[src/rtl/mult_ctrl_sequencer.sv]
// State register and next-state logic for the 4x4 shift-add multiplier controller.
// Optional START_EDGE_EN: a held start launches only one multiplication.
module mult_ctrl_sequencer #(
  parameter int ITERS = 2,
  parameter int CNT_W = 2
) (
  input  logic             clk,
  input  logic             rst_n,
  input  logic             start,
  input  logic [1:0]       op_sel,
  output logic [2:0]       ps,
  output logic             busy,
  output logic             done,
  output logic [CNT_W-1:0] cnt,
  output logic             state_err
);

  // Codes are shared with the downstream control-signal decoder.
  typedef enum logic [2:0] {
    S_IDLE  = 3'b000,
    S_INIT  = 3'b001,
    S_LOAD  = 3'b010,
    S_OP_11 = 3'b011,
    S_OP_01 = 3'b100,
    S_OP_10 = 3'b101,
    S_OP_00 = 3'b110
  } state_e;

  localparam logic [CNT_W-1:0] LAST = CNT_W'(ITERS - 1);

  // Held as plain bits so the illegal code stays representable.
  logic [2:0]       ps_q, ps_d;
  logic [CNT_W-1:0] cnt_q, cnt_d;
  logic             done_q, done_d;
  logic             err_q, err_d;
  logic             launch;

  function automatic logic [2:0] op_target(input logic [1:0] sel);
    case (sel)
      2'b00:   op_target = S_OP_00;
      2'b01:   op_target = S_OP_01;
      2'b10:   op_target = S_OP_10;
      default: op_target = S_OP_11;
    endcase
  endfunction

`ifdef START_EDGE_EN
  logic arm_q, arm_d;

  assign launch = start & arm_q;

  always_comb begin
    arm_d = arm_q;
    if (!start)
      arm_d = 1'b1;
    else if (ps_q == S_IDLE && launch)
      arm_d = 1'b0;
  end

  always_ff @(posedge clk or negedge rst_n) begin
    if (!rst_n) arm_q <= 1'b1;
    else        arm_q <= arm_d;
  end
`else
  assign launch = start;
`endif

  always_comb begin
    ps_d   = ps_q;
    cnt_d  = cnt_q;
    done_d = 1'b0;
    err_d  = 1'b0;
    case (ps_q)
      S_IDLE: if (launch) ps_d = S_INIT;
      S_INIT: begin
        ps_d  = S_LOAD;
        cnt_d = '0;
      end
      S_LOAD: ps_d = op_target(op_sel);
      S_OP_11, S_OP_01, S_OP_10, S_OP_00: begin
        if (cnt_q == LAST) begin
          ps_d   = S_IDLE;
          done_d = 1'b1;
          cnt_d  = '0;
        end else begin
          ps_d  = op_target(op_sel);
          cnt_d = cnt_q + CNT_W'(1);
        end
      end
      default: begin
        ps_d  = S_IDLE;
        err_d = 1'b1;
        cnt_d = '0;
      end
    endcase
  end

  always_ff @(posedge clk or negedge rst_n) begin
    if (!rst_n) begin
      ps_q   <= S_IDLE;
      cnt_q  <= '0;
      done_q <= 1'b0;
      err_q  <= 1'b0;
    end else begin
      ps_q   <= ps_d;
      cnt_q  <= cnt_d;
      done_q <= done_d;
      err_q  <= err_d;
    end
  end

  assign ps        = ps_q;
  assign busy      = (ps_q != S_IDLE);
  assign done      = done_q;
  assign cnt       = cnt_q;
  assign state_err = err_q;

endmodule

[config.mk]
export PLATFORM = sky130hd
export DESIGN_NAME = mult_ctrl_sequencer
export DESIGN_NICKNAME = d
export VERILOG_FILES = /design/src/rtl/mult_ctrl_sequencer.sv
export SDC_FILE = /design/constraint.sdc
export NUM_CORES = 1
export LEC_CHECK = 0
export CAP_MARGIN = 20
export CORE_AREA = 3 3 40 42
export DETAILED_ROUTE_END_ITERATION = 16
export DIE_AREA = 0 0 43 45
export PLACE_DENSITY = 0.62
export SLEW_MARGIN = 15
export SYNTH_ARGS = -nofsm -noshare
export SYNTH_HDL_FRONTEND = slang
export SYNTH_SLANG_ARGS = --single-unit
[constraint.sdc]
create_clock -name clk -period 1.3 [get_ports clk]
set_input_delay 0.195 -clock clk [delete_from_list [all_inputs] [get_ports clk]]
set_output_delay 0.195 -clock clk [all_outputs]
set_load 0.1 [all_outputs]
==> results of run 1 <==
==> worst max-delay path by stage <==
stage | endpoint | cells after the start | slack [ps] | start
finish | busy | 2 | -200 | ps[1]
global route | busy | 2 | -220 | ps[1]
CTS | busy | 2 | -210 | ps[2]
detailed placement | ps[1] | 5 | -140 | op_sel[0]
global placement | ps[1] | 5 | -110 | op_sel[0]
floorplan | ps[0] | 3 | -250 | ps[1]
==> layout make-up <==
type	count	area share, %
clock buffer	4	4.00
inverter	2	1.14
multi-input combinational	25	26.3
sequential	7	28.4
tap	15	2.86
timing repair buffer	18	37.3
==> registers in the layout, summed over array words and instances, names as in the netlist <==
register   flops
ps             3
done           1
cnt            2
state_err      1
==> cells in the final DEF, fill, tap and decap left out, drive strengths merged <==
cell type      count
buf               14
dfrtp              7
nor2               4
clkdlybuf4s50      4
clkbuf             4
nand2b             3
nand2              3
inv                2
a21oi              2
o21ai              2
ha                 2
or3                1
and3               1
xor2               1
nor4               1
o21a               1
o22ai              1
o32ai              1
mux2i              1
a32oi              1
==> worst register-to-register path, delay by kind of cell (launching register included) <==
kind	cells	cell delay, ps
and+or+nand+nor	2	460
DFF	1	470
buffers and inverters	1	170
==> what timing repair did <==
| item | in CTS | in global routing |
|---|---|---|
| hold buffers | 0 | 0 |
| buffers inserted | 0 | 1 |
| pin swaps | 1 | 1 |
| cloned | 0 | 0 |
| setup endpoints to repair | 1 | 1 |
==> stage by stage <==
step / setup slack, ps / TNS (ps)
after CTS: -212 / -212
after global placement: -113 / -140
after floorplan: -249 / -466
final: -203 / -203
after global routing: -224 / -224
after detailed placement: -139 / -235
==> cell families after synthesis <==
family                     Yosys count  synth area share [%]
AOI/OAI and AO/OA                    8                  15.8
muxes                                1                  2.69
and+or+nand+nor                     13                  18.9
adders and majority gates            2                  6.73
DFF                                  7                  47.1
buffers and inverters                4                  6.40
xor gates and xnor gates             1                  2.36
==> metal layers <==
metal / vias to the layer above / routed length [um] / part of all wire [%]
met5: - / 0 / 0
met4: 0 / 0 / 0
met3: 0 / 48 / 6.4
met2: 15 / 367 / 49
met1: 151 / 330 / 44
li1: 169 / - / -
==> reports/qor.csv, run 1 <==
stage;metric;value;unit
layout;fin util;51.1;%
routing;Avg WL per Cell;10.5;um
floorplanning;Rows;13;
timing;Fmax achieved;665;MHz
synth;ys async rst share;100;%
layout;NumNets Final;64;
outcome;failing checks;negative setup slack;
critical_path;ordered list of cells on the worst path;or3_4, buf_12;
routing;vias;335;
timing;skew final;6.08;ps
critical_path;crit-path leading delay family;flip-flops;
layout;FF/Latch Area;186;um^2
grt;gr busiest metal;met2;
routing;drt first pass iters;4;
timing;relative slew slack;79.1;%
floorplanning;IO Pins;13;
critical_path;crit path DAT;1310;ps
cts;CTS tree;yes;
timing;Final setup viols;1;
grt;vias in the first global route;315;
synth;count leader, synth;dfrtp_1;
cts;worst skew pair latency;250;ps
cts;clock buffer depth;2;
floorplanning;Chip Height;45;um
min_path;hold crit path type;in -> async;
synth;syn nets;43;
synth;Synth cell types;19;
timing;Slew Viols, Final;0;
cts;htree depth;1;
critical_path;reg-to-reg critical path startpoint;ps[1];
cts;post-cts gate resize count;0;
run;Max Cap Viol;0;
critical_path;Buf+Inv Stages, Crit Path;1;
floorplanning;die area;1940;um^2
synth;Yosys reg bits;7;
grt;initial antenna violation count;0;
critical_path;cell count of the worst reg-to-reg path;3;
grt;met1 usage;11.1;%
synth;syn_area_per_cell;10.3;um^2
cts;CTS root buffer;clkbuf_4;
synth;most frequent cells after synthesis;dfrtp_1 (7), nor2_1 (4), nand2_1 (3), nand2b_1 (3);
routing;WL final;746;um
floorplanning;Core ar.;1280;um^2
layout;layout cell share with drive strength beyond 1;44.6;%
grt;total grt overflow;0;
timing;Hold Worst Slack;205;ps
synth;top-area cell type share of the netlist area;47.1;%
synth;Warnings, synthesis;0;
synth;Syn Std Cell Area;372;um^2
place;DP HPWL;607;um
place;gp weighted congestion;0.782;
synth;Most used DFF post-synth;dfrtp_1;
routing;initial DRC count;9;
floorplanning;Starting Density;28.9;%
critical_path;worst r2r dst;ps[2];
layout;area grow syn2layout;76.8;%
routing;Vias/cell;4.72;
routing;post-route ant nets;0;
cts;CTS clock-pin slew for the worst setup and hold paths;50;ps
critical_path;crit-path max cell delay;470;ps
critical_path;required time of the critical path;1110;ps
synth;number of synthesized flops with an enable pin;0;
routing;remaining routing DRC violations;0;
place;Placed Instances;66;
timing;min Tclk post-route;1500;ps
layout;fillers;116;
grt;GRT Overall Usage;8.98;%
grt;GRT met2 Usage;13.2;%
critical_path;Crit Path Max Fanout;2;
critical_path;crit path max-delay cell type;dfrtp_4;
timing;Period Utilization, post-route;116;%
layout;Final Cell Area;657;um^2
cts;CTS sink count;7;
grt;met3 usage;1.20;%
critical_path;crit end category;output pin;
layout;fin cells;71;
timing;PnR worst setup slack;-203;ps
outcome;status;finished with violations;
critical_path;setup slack, reg-to-reg;80;ps
synth;most area-hungry cell type in the Yosys netlist;dfrtp_1;
place;DP Area;623;um^2
grt;largest net degree at the start of global routing;10;
cts;CTS Buf Count;3;
critical_path;Setup CP Type;reg -> out;
timing;final hold vios;0;
layout;Multi-input gate area;173;um^2
synth;register area share after synthesis;47.1;%
critical_path;Critical Path Start Type;flop;
floorplanning;Die Width;43;um
place;# port buffers;12;
timing;worst-margin pin slew;313;ps
timing;RSZ-0062 raised after global routing;true;
synth;synthesized instance count;36;
synth;largest cells by area after synthesis;dfrtp_1 (47%), ha_1 (6.7%), nand2b_1 (5.1%), o32ai_2 (4.4%), nor2_1 (4.0%);
layout;Ant. Diodes;0;
grt;first-pass GRT wire length;1240;um
Power of run 1 is left out: the tool's default activity adds up to more than one toggle a clock period on the data nets, which glitch-free logic cannot reach.
==> inputs of run 2 (changes only) <==
--- a/config.mk
+++ b/config.mk
@@ -10,7 +10,6 @@
 export DETAILED_ROUTE_END_ITERATION = 16
 export DIE_AREA = 0 0 43 45
 export PLACE_DENSITY = 0.62
-export SLEW_MARGIN = 15
 export SYNTH_ARGS = -nofsm -noshare
 export SYNTH_HDL_FRONTEND = slang
 export SYNTH_SLANG_ARGS = --single-unit
==> results of run 2 <==
Same layout as run 1: the final DEF is identical, and so are final timing and power.
Power of run 2 is left out for the same reason.
==> inputs of run 3 (changes only) <==
--- a/config.mk
+++ b/config.mk
@@ -6,10 +6,12 @@
 export NUM_CORES = 1
 export LEC_CHECK = 0
 export CAP_MARGIN = 20
+export CELL_PAD_IN_SITES_DETAIL_PLACEMENT = 1
+export CELL_PAD_IN_SITES_GLOBAL_PLACEMENT = 1
 export CORE_AREA = 3 3 40 42
 export DETAILED_ROUTE_END_ITERATION = 16
 export DIE_AREA = 0 0 43 45
-export PLACE_DENSITY = 0.62
+export PLACE_DENSITY_LB_ADDON = 0.2
 export SYNTH_ARGS = -nofsm -noshare
 export SYNTH_HDL_FRONTEND = slang
 export SYNTH_SLANG_ARGS = --single-unit
==> reports/qor.csv, run 3 (synthesis results as in run 1) <==
stage;metric;value;unit;change
layout;NumNets Final;64;;unchanged
routing;Vias/cell;4.92;;was 4.72
critical_path;ordered list of cells on the worst path;or3_4, buf_12;;unchanged
timing;Fmax achieved;661;MHz;was 665 MHz
critical_path;Buf+Inv Stages, Crit Path;1;;unchanged
routing;initial DRC count;0;;was 9
grt;vias in the first global route;384;;was 315
routing;drt first pass iters;1;;was 4
critical_path;cell count of the worst reg-to-reg path;3;;unchanged
min_path;hold crit path type;in -> async;;unchanged
grt;total grt overflow;0;;unchanged
place;DP HPWL;763;um;was 607 um
critical_path;crit path from;ps[1];;unchanged
routing;remaining routing DRC violations;0;;unchanged
grt;first-pass GRT wire length;1570;um;was 1240 um
cts;htree depth;1;;unchanged
critical_path;crit path DAT;1320;ps;was 1310 ps
cts;CTS tree;yes;;unchanged
timing;Slew Viols, Final;0;;unchanged
run;Max Cap Viol;0;;unchanged
critical_path;crit end category;output pin;;unchanged
critical_path;worst r2r dst;ps[0];;was ps[2]
routing;met3 wire length;40;um;was 48 um
cts;hold-fix buffers at CTS;0;;unchanged
layout;fillers;143;;was 116
critical_path;Setup CP Type;reg -> out;;unchanged
floorplanning;Rows;13;;unchanged
routing;top routing layer used;met4;;was met3
grt;initial antenna violation count;0;;unchanged
cts;CTS Buf Count;3;;unchanged
critical_path;setup slack, reg-to-reg;70;ps;was 80 ps
place;gp weighted congestion;0.780;;was 0.782
routing;WL final;908;um;was 746 um
layout;fin util;51.6;%;was 51.1%
critical_path;crit path max-delay cell type;dfrtp_4;;unchanged
cts;CTS clock-pin slew for the worst setup and hold paths;50;ps;about the same
cts;CTS sink count;7;;unchanged
outcome;failing checks;negative setup slack;;unchanged
layout;most frequent cells in the layout;buf_12 (8), buf_4 (5), clkdlybuf4s50_1 (4);;was buf_12 (8), buf_4 (6), nor2_1 (4), clkdlybuf4s50_1 (4)
floorplanning;die area;1940;um^2;unchanged
timing;Final setup viols;1;;unchanged
layout;commonest non-fill, non-tap cell in the layout;buf_12;;unchanged
timing;Period Utilization, post-route;116;%;about the same
critical_path;WP depth;2;;unchanged
place;# port buffers;12;;unchanged
routing;met2 wire length;508;um;was 367 um
grt;GRT Overall Usage;11.3;%;was 8.98%
layout;Ant. Diodes;0;;unchanged
timing;PnR worst setup slack;-212;ps;was -203 ps
floorplanning;Starting Density;28.9;%;unchanged
cts;clock buffer depth;2;;unchanged
routing;M1 WL;326;um;was 330 um
layout;layout cell share with drive strength beyond 1;46.4;%;was 44.6%
routing;vias;349;;was 335
timing;final hold vios;0;;unchanged
critical_path;crit-path max cell delay;470;ps;about the same
critical_path;Critical Path Start Type;flop;;unchanged
routing;Avg WL per Cell;12.8;um;was 10.5 um
timing;relative slew slack;80.2;%;was 79.1%
routing;post-route ant nets;0;;unchanged
outcome;status;finished with violations;;unchanged
cts;CTS root buffer;clkbuf_4;;unchanged
floorplanning;Die Width;43;um;unchanged
timing;RSZ-0062 raised after global routing;true;;unchanged
timing;min Tclk post-route;1510;ps;was 1500 ps
timing;skew final;1.56;ps;was 6.08 ps
layout;area grow syn2layout;78.5;%;was 76.8%
floorplanning;Chip Height;45;um;unchanged
timing;worst-margin pin slew;296;ps;was 313 ps
critical_path;reg-to-reg critical path startpoint;ps[1];;unchanged
critical_path;Crit Path Max Fanout;2;;unchanged
layout;max FFs per register;3;;unchanged
cts;worst skew pair latency;250;ps;about the same
grt;largest net degree at the start of global routing;10;;unchanged
floorplanning;Core ar.;1280;um^2;unchanged
layout;FF/Latch Area;186;um^2;unchanged
critical_path;crit-path leading delay family;flip-flops;;unchanged
critical_path;required time of the critical path;1110;ps;about the same
floorplanning;IO Pins;13;;unchanged
critical_path;Critical Path End;busy;;unchanged
layout;Multi-input gate area;175;um^2;was 173 um^2
-- run 3: cell types whose count changed in the layout (fill, tap and decap cells not counted) --
cell,previous run,this run
buf_4,6,5
buf_6,0,1
nor2_1,4,3
nor2_2,0,1
-- run 3: worst min-delay path by stage --
stage	endpoint	slack, ps	cells past startpoint
after global placement	state_err	470	1
after detailed placement	state_err	470	1
after floorplan	cnt[0]	-100	0
final	ps[1]	190	1
after CTS	ps[1]	200	1
after global routing	ps[2]	210	1
-- run 3: repair_timing --
action / in CTS / in global routing
gates cloned: 0 / 0
pin swaps: 1 / 1
resized for setup: 2 / 1
setup buffers: 2 / 0
setup endpoints to repair: 1 / 5
-- run 3: stage by stage --
| step | setup TNS, ps | worst slack, ps | cell area, um^2 | instances | hold slack (ps) |
|---|---|---|---|---|---|
| final | -212 | -212 | 663 | 71 | 194 |
| after global placement | -128 | -116 | 623 | 66 | 469 |
| after CTS | -269 | -210 | 671 | 72 | 197 |
| after global routing | -241 | -239 | 663 | 71 | 211 |
| after detailed placement | -203 | -134 | 623 | 66 | 468 |
| after floorplan | -466 | -249 | 389 | 36 | -101 |
-- run 3: final cells by class --
cell class,instances,share of cell area (%)
multi-input combinational,25,26.4
clock buffer,4,3.96
inverter,2,1.13
tap,15,2.83
timing repair buffer,18,37.5
sequential,7,28.1
-- run 3: metal layers --
metal | track usage [%] | up-vias
met5 | 0 | -
met4 | 10.8 | 0
met3 | 1.59 | 3
met2 | 20.7 | 13
met1 | 10.8 | 171
li1 | - | 162
Power of run 3 is left out for the same reason.
